`src/rtl/plc_pkg.sv`:
```
// Shared definitions for the PLC input-conditioning blocks.
// Holds the default channel count, the counter-width helper and the
// flag-clear encoding that the I/O port block drives onto flag_clr.
package plc_pkg;

    // Default number of filtered input channels.
    localparam int PLC_IN_CHANNELS = 4;

    // Level on a flag_clr bit that requests a clear of that channel's flags.
    localparam logic PLC_FLAG_CLR_ACTIVE = 1'b1;

    // Number of bits needed to hold the values 0 .. value-1.
    function automatic int plc_clog2(input int value);
        int result;
        result = 0;
        for (int v = value - 1; v > 0; v = v >> 1) begin
            result++;
        end
        return result;
    endfunction

endpackage

```
`src/rtl/plc_debounce_ch.sv`:
```
// One input channel: synchroniser chain, debounce counter, filtered level
// register and (when PLC_IN_EDGE_EN is defined) sticky rise/fall flags.
// Without PLC_IN_EDGE_EN the flag outputs are tied low and flag_clr is ignored.
module plc_debounce_ch
    import plc_pkg::*;
#(
    parameter int SYNC_STAGES     = 2,
    parameter int DEBOUNCE_CYCLES = 16
) (
    input  logic clk_in,
    input  logic rst_in,
    input  logic raw_in,
    input  logic flag_clr,
    output logic filt_out,
    output logic rise_flag,
    output logic fall_flag
);

    localparam int CNT_W = plc_clog2(DEBOUNCE_CYCLES + 1);
    localparam logic [CNT_W-1:0] CNT_LAST = CNT_W'(DEBOUNCE_CYCLES - 1);

    logic [SYNC_STAGES-1:0] sync_reg;
    logic                   sync_q;
    logic [CNT_W-1:0]       cnt_reg;
    logic [CNT_W-1:0]       cnt_next;
    logic                   filt_reg;
    logic                   filt_next;

    // Synchroniser: raw pin shifts in at bit 0, the oldest stage is used.
    always_ff @(posedge clk_in or negedge rst_in) begin
        if (!rst_in) begin
            sync_reg <= '0;
        end else begin
            sync_reg <= {sync_reg[SYNC_STAGES-2:0], raw_in};
        end
    end

    assign sync_q = sync_reg[SYNC_STAGES-1];

    // Debounce: count consecutive cycles that disagree with the filtered
    // level; any agreeing cycle restarts the count from zero.
    always_comb begin
        cnt_next  = '0;
        filt_next = filt_reg;
        if (sync_q != filt_reg) begin
            if (cnt_reg == CNT_LAST) begin
                filt_next = sync_q;
            end else begin
                cnt_next = cnt_reg + CNT_W'(1);
            end
        end
    end

    // Counter and filtered level registers.
    always_ff @(posedge clk_in or negedge rst_in) begin
        if (!rst_in) begin
            cnt_reg  <= '0;
            filt_reg <= 1'b0;
        end else begin
            cnt_reg  <= cnt_next;
            filt_reg <= filt_next;
        end
    end

    assign filt_out = filt_reg;

`ifdef PLC_IN_EDGE_EN
    logic rise_reg;
    logic fall_reg;
    logic rise_set;
    logic fall_set;
    logic clr_req;

    assign rise_set = filt_next & ~filt_reg;
    assign fall_set = ~filt_next & filt_reg;
    assign clr_req  = (flag_clr == PLC_FLAG_CLR_ACTIVE);

    // Sticky event flags; a new event in the clear cycle keeps the flag set.
    always_ff @(posedge clk_in or negedge rst_in) begin
        if (!rst_in) begin
            rise_reg <= 1'b0;
            fall_reg <= 1'b0;
        end else begin
            if (rise_set) begin
                rise_reg <= 1'b1;
            end else if (clr_req) begin
                rise_reg <= 1'b0;
            end
            if (fall_set) begin
                fall_reg <= 1'b1;
            end else if (clr_req) begin
                fall_reg <= 1'b0;
            end
        end
    end

    assign rise_flag = rise_reg;
    assign fall_flag = fall_reg;
`else
    logic unused_flag_clr;
    assign unused_flag_clr = flag_clr;
    assign rise_flag       = 1'b0;
    assign fall_flag       = 1'b0;
`endif

endmodule

```
`src/rtl/plc_input_filter.sv`:
```
// PLC input-conditioning stage: CHANNELS independent debounced inputs with
// optional sticky edge flags and a combined interrupt.
// Optional feature macro: PLC_IN_EDGE_EN (edge flags, flag_clr and irq).
module plc_input_filter
    import plc_pkg::*;
#(
    parameter int CHANNELS        = PLC_IN_CHANNELS,
    parameter int SYNC_STAGES     = 2,
    parameter int DEBOUNCE_CYCLES = 16
) (
    input  logic                clk_in,
    input  logic                rst_in,
    input  logic [CHANNELS-1:0] raw_in,
    output logic [CHANNELS-1:0] filt_out,
    output logic [CHANNELS-1:0] rise_flag,
    output logic [CHANNELS-1:0] fall_flag,
    input  logic [CHANNELS-1:0] flag_clr,
    output logic                irq
);

    genvar gi;
    generate
        for (gi = 0; gi < CHANNELS; gi++) begin : g_ch
            plc_debounce_ch #(
                .SYNC_STAGES     (SYNC_STAGES),
                .DEBOUNCE_CYCLES (DEBOUNCE_CYCLES)
            ) u_ch (
                .clk_in    (clk_in),
                .rst_in    (rst_in),
                .raw_in    (raw_in[gi]),
                .flag_clr  (flag_clr[gi]),
                .filt_out  (filt_out[gi]),
                .rise_flag (rise_flag[gi]),
                .fall_flag (fall_flag[gi])
            );
        end
    endgenerate

`ifdef PLC_IN_EDGE_EN
    // Interrupt is an OR of registered flags only, so it cannot glitch.
    assign irq = |(rise_flag | fall_flag);
`else
    assign irq = 1'b0;
`endif

endmodule

```
`config.mk`:
```
export PLATFORM = sky130hd
export DESIGN_NAME = plc_input_filter
export DESIGN_NICKNAME = d
export VERILOG_FILES = /design/src/rtl/plc_pkg.sv /design/src/rtl/plc_debounce_ch.sv /design/src/rtl/plc_input_filter.sv
export SDC_FILE = /design/constraint.sdc
export NUM_CORES = 1
export LEC_CHECK = 0
export BUFFER_PORTS_ARGS = -buffer_cell sky130_fd_sc_hd__buf_2
export CAP_MARGIN = 20
export CORE_MARGIN = 1.5
export CORE_UTILIZATION = 50
export DETAILED_ROUTE_END_ITERATION = 10
export HOLD_SLACK_MARGIN = 0.15
export PLACE_DENSITY = 0.7
export SYNTH_ARGS = -nofsm -noshare
export SYNTH_HDL_FRONTEND = slang
export SYNTH_SLANG_ARGS = --single-unit
```
`constraint.sdc`:
```
create_clock -name clk_in -period 1.45 [get_ports clk_in]
set_clock_uncertainty 0.15 [all_clocks]
set_input_delay 0.145 -clock clk_in [delete_from_list [all_inputs] [get_ports clk_in]]
set_output_delay 0.145 -clock clk_in [all_outputs]
set_load 0.05 [all_outputs]
```
==> qor.yml, run 1 <==
clock_latency_ps: 320
crit_fanout: 3
post-route-period-util_pct: 96.1
synth_area_sq_um: 1320
drive_above_1_share_pct: 26.0
clock_path_buffers: 2
dr.pass1.iters: 2
drtIter0Drc: 11
slew_viol_final: 0
multi_input_area_sq_um: 448
grt.total_usage_pct: 14.2
grt_pass1_wl_mm: 2.81
ys_top_cells_by_count: "dfrtp_1, buf_4, xor2_1"
clkTransAtPathRegs_ps: 100
finalSetupViolations: 0
syn_avg_cell_area_sq_um: 12.7
die_y_um: 54.3
synth_top_area_cell: "dfrtp_1"
largest_reg_flops: 20
grt-ovfl-total: 0
layout_min_cycle_time_ps: 1390
startpoint_type: "register"
cts_sinks: 32
cts_tree: "done"
fin_hold_ws_ps: 199
grt_max_degree: 33
portBuffers: 9
wl_per_cell_um: 10.4
grt_pass1_vias: 685
cts_root_buf: "clkbuf_4"
io_pins: 23
yosysMostFrequentCell: "dfrtp_1"
ant_nets: 0
antenna_found_initial: 0
cap_viol_max_count: 0
worst_setup_path_end_kind: "register"
max_freq_mhz: 718
vias: 730
place_inst: 139
initial_core_util_pct: 53.1
synth_cell_types: 16
areaGrowthSynthToFinish_pct: 11.3
viasPerCell: 4.77
hpwl_mm: 1.10
total_power_mw: 1.62
yosysSeqAreaShare_pct: 60.8
status: "complete, no violations"
r2r_setup_slack_ps: 60
hold_viol: 0
final-instance-count-excl-fill: 153
ys.flop_type: "dfrtp_1"
coreArea_sq_um: 2480
drcViolationCount: 0
synth_seq_cells: 32
synth-edff-count: 0
required_ps: 1500
arrival_ps: 1450
critPathKind: "register to register"
p_leak_nw: 0.786
numCtsBuffers: 5
routed_wl_mm: 1.59
n_fill_cell: 210
register_area_sq_um: 801
async_flop_share_pct: 100
rows: 18
dieArea_sq_um: 2950
hp-class: "input port to asynchronous set/reset pin"
cts_max_level: 2
synth-warning-count: 0
synth_top_area_share_pct: 60.8
antenna_cells: 0
power_density_nw_per_um2: 1100
gp_congestion: 0.685
die_width_um: 54.3
ys_top_cells_by_area: "dfrtp_1, xor2_1, buf_4"
postSynthCellCount: 104
irDropWorstVdd_v: 0.000729
nets: 136
what timing repair did:
item	4_1_cts	5_1_grt
endpoints found under the hold margin	36	0
gates resized for setup	0	3
hold buffers	5	0
buffers inserted	0	1
endpoints found under the setup margin	0	3
routing by layer:
metal	vias up	part of all wire, %	wire length [um]	GRT usage (%)
li1	354	-	-	-
met1	354	43	681	17.0
met2	20	50	800	20.7
met3	2	6.3	101	7.92
met4	0	0.56	9	6.67
met5	-	0	0	0
power breakdown:
part	internal, mW	switching [mW]	leakage (nW)
clock	0.230	0.282	0.0380
sequential	0.930	0.0264	0.418
combinational	0.0474	0.0983	0.330
total	1.21	0.407	0.786
cell type report:
class / instances / area share (%)
Tap cell: 30 / 2.56
Inverter: 2 / 0.512
Timing Repair Buffer: 16 / 7.51
Clock buffer: 6 / 3.50
Multi-Input combinational cell: 65 / 30.6
Clock inverter: 2 / 0.683
Sequential cell: 32 / 54.7
cell usage in the layout, fill, tap and decap left out, drive strengths merged:
cell / synthesis / routed
dfrtp: 32 / 32
mux2: 4 / 4
and2: 6 / 6
buf: 13 / 11
clkinv: 0 / 2
clkbuf: 0 / 6
conb: 1 / 9
and3: 4 / 4
inv: 2 / 2
xor2: 12 / 12
nor2: 14 / 14
ha: 4 / 4
o21ai: 4 / 4
nand3: 8 / 8
dlygate4sd3: 0 / 5
path summary, 6_finish.rpt:
| check | startpoint | to | cells after the start |
|---|---|---|---|
| setup / recovery | g_ch[0].u_ch.cnt_reg[0] | g_ch[0].u_ch.filt_out | 4 |
| hold / removal | rst_in | g_ch[0].u_ch.cnt_reg[3] | 3 |
| setup reg to reg | g_ch[0].u_ch.cnt_reg[0] | g_ch[0].u_ch.filt_out | 4 |
| hold reg to reg | g_ch[1].u_ch.sync_reg[0] | g_ch[1].u_ch.sync_reg[1] | 0 |
| max in group asynchronous | rst_in | g_ch[2].u_ch.cnt_reg[3] | 3 |
| min in group clk_in | g_ch[1].u_ch.sync_reg[0] | g_ch[1].u_ch.sync_reg[1] | 0 |
stage by stage:
stage                     worst slack [ps]  util (%)  instance area (sq um)  setup TNS [ps]
after floorplan                        144         -                   1350               0
after global placement                99.0      54.0                   1340               0
after detailed placement              74.7      54.0                   1340               0
after CTS                             52.7      58.5                   1450               0
after global routing                 -11.8      59.1                   1470           -11.8
final                                 56.9      59.1                   1470               0
cells by family after synthesis:
logic type                 share of synthesized area [%]
AOI/OAI and AO/OA                                   1.52
xor gates and xnor gates                            7.98
adders and majority gates                           3.80
buffers and inverters                               7.98
DFF                                                 60.8
muxes                                               3.42
other                                              0.285
and+or+nand+nor                                     14.2
worst max-delay path: stages, from the launching register on:
cell     delay, ps
dfrtp_1        390
ha_2           220
nand3_2        100
nor2_2         100
mux2_1         320
(Power assumes the default switching activity.)
==> run 2: changes to the inputs <==
--- a/config.mk
+++ b/config.mk
@@ -11,6 +11,7 @@
 export CORE_UTILIZATION = 50
 export DETAILED_ROUTE_END_ITERATION = 10
 export HOLD_SLACK_MARGIN = 0.15
+export MAX_ROUTING_LAYER = met4
 export PLACE_DENSITY = 0.7
 export SYNTH_ARGS = -nofsm -noshare
 export SYNTH_HDL_FRONTEND = slang
==> qor.yml, run 2 (synthesized netlist as in run 1, its figures left out) <==
n_fill_cell: 210  # unchanged
hold_viol: 0  # unchanged
slowest_stage: "dfrtp_1"
total_power_mw: 1.62  # about the same
post-route-period-util_pct: 96.2  # +0.17 points
p_int_mw: 1.21  # about the same
status: "complete, no violations"
grt_max_degree: 33  # unchanged
layout_min_cycle_time_ps: 1400  # +2.47 ps
grt.total_usage_pct: 14.6  # +0.41 points
crit_chain: "ha_2 -> nand3_2 -> nor2_2 -> mux2_1"
layout_common_cells: "dfrtp_1, xor2_1, nor2_1, conb_1, buf_2"
pwr-share-comb_pct: 9.0  # about the same
dieArea_sq_um: 2950  # unchanged
wl_per_cell_um: 10.5  # +0.82%
rows: 18  # unchanged
antenna_found_initial: 0  # unchanged
vias: 730  # unchanged
layout_commonest_cell: "dfrtp_1"
die_y_um: 54.3  # unchanged
place_inst: 139  # unchanged
portBuffers: 9  # unchanged
grt-ovfl-total: 0  # unchanged
grt_pass1_wl_mm: 2.81  # unchanged
r2r_setup_slack_ps: 50  # about the same
hpwl_mm: 1.10  # unchanged
coreArea_sq_um: 2480  # unchanged
hp-class: "input port to asynchronous set/reset pin"
drcViolationCount: 0  # unchanged
areaGrowthSynthToFinish_pct: 11.3  # unchanged
largest_reg_flops: 20  # unchanged
cts_sinks: 32  # unchanged
startpoint_type: "register"
initial_core_util_pct: 53.1  # unchanged
worst_setup_path_end_kind: "register"
max_freq_mhz: 717  # -0.18%
clkTransAtPathRegs_ps: 100  # about the same
cts_tree: "done"
clock_path_buffers: 2  # unchanged
drive_above_1_share_pct: 26.0  # unchanged
r2r_start: "g_ch[0].u_ch.cnt_reg[0]"
final-instance-count-excl-fill: 153  # unchanged
grt_pass1_vias: 685  # unchanged
ant_nets: 0  # unchanged
arrival_ps: 1450  # about the same
critPathKind: "register to register"
cts_root_buf: "clkbuf_4"
io_pins: 23  # unchanged
cts_max_level: 2  # unchanged
die_width_um: 54.3  # unchanged
switching_share_pct: 25.3  # +0.045 points
dr.pass1.iters: 2  # unchanged
crit_fanout: 3  # unchanged
seqPwrFrac_pct: 59.2  # about the same
required_ps: 1500  # about the same
nets: 136  # unchanged
irDropWorstVdd_v: 0.000731  # +0.17%
postLayoutCoreUtil_pct: 59.1  # unchanged
antenna_cells: 0  # unchanged
gp_congestion: 0.692  # +1.0%
viasPerCell: 4.77  # unchanged
cap_viol_max_count: 0  # unchanged
routed_wl_mm: 1.61  # +0.82%
p_leak_nw: 0.786  # unchanged
finalSetupViolations: 0  # unchanged
p_sw_mw: 0.408  # +0.24%
rr_worst_depth: 4  # unchanged
clkPwrFrac_pct: 31.8  # about the same
power_density_nw_per_um2: 1100  # about the same
numCtsBuffers: 5  # unchanged
r2r-end: "g_ch[0].u_ch.filt_out"
slowest_delay_ps: 390  # about the same
drtIter0Drc: 7  # -4
slew_viol_final: 0  # unchanged
clock_latency_ps: 330  # about the same
==> run 2: repair_timing <==
| action | CTS | global route |
|---|---|---|
| endpoints found under the setup margin | 0 | 3 |
| hold endpoints to repair | 36 | 0 |
| resized for setup | 0 | 3 |
| hold buffers | 5 | 0 |
| buffers inserted | 0 | 1 |
==> run 2: power groups by stage <==
stage | clock network (mW) | registers, mW | logic (mW)
5_1_grt | 0.581 | 0.962 | 0.169
2_1_floorplan | 0 | 0.968 | 0.118
4_1_cts | 0.537 | 0.956 | 0.143
3_5_place_dp | 0 | 0.974 | 0.133
6_report | 0.514 | 0.957 | 0.146
3_3_place_gp | 0 | 0.971 | 0.131
==> run 2: area by class of cell <==
class | instances | area (sq um) | share of cell area, %
flip-flops and latches | 32 | 801 | 54.7
multi-input cells | 65 | 448 | 30.6
repair buffers | 16 | 110 | 7.51
clock buffers | 6 | 51.3 | 3.50
well taps | 30 | 37.5 | 2.56
clock inverters | 2 | 10.0 | 0.683
inverters | 2 | 7.51 | 0.512
==> run 2: metrics by stage <==
stage | hold WS, ps | TNS, ps | setup slack [ps] | area [sq um]
after floorplan | -301 | 0 | 144 | 1350
after global placement | 25.3 | 0 | 99.0 | 1340
after detailed placement | 35.9 | 0 | 74.7 | 1340
after CTS | 204 | 0 | 52.7 | 1450
final | 195 | 0 | 54.4 | 1470
after global routing | 217 | -11.8 | -11.8 | 1470
==> run 2: critical path, delay by kind of cell (launching register included) <==
kind | cells | cell delay, ps
flops | 1 | 390
mux | 1 | 320
fa+ha+maj | 1 | 220
simple gates | 2 | 200
==> run 2: metal layers <==
| layer | track usage (%) | vias up | routed length, um |
|---|---|---|---|
| li1 | - | 354 | - |
| met1 | 17.0 | 354 | 700 |
| met2 | 20.7 | 20 | 795 |
| met3 | 7.92 | 2 | 101 |
| met4 | 6.67 | 0 | 9 |
| met5 | - | - | 0 |
==> run 2: worst max path at each step <==
stage	start	end	cells past startpoint
finish	g_ch[0].u_ch.cnt_reg[0]	g_ch[0].u_ch.filt_out	4
global route	g_ch[0].u_ch.cnt_reg[0]	g_ch[0].u_ch.filt_out	4
CTS	g_ch[0].u_ch.cnt_reg[0]	g_ch[0].u_ch.filt_out	4
detailed placement	g_ch[0].u_ch.cnt_reg[0]	g_ch[0].u_ch.filt_out	4
global placement	g_ch[0].u_ch.cnt_reg[0]	g_ch[0].u_ch.filt_out	4
floorplan	g_ch[0].u_ch.cnt_reg[0]	g_ch[0].u_ch.filt_out	4
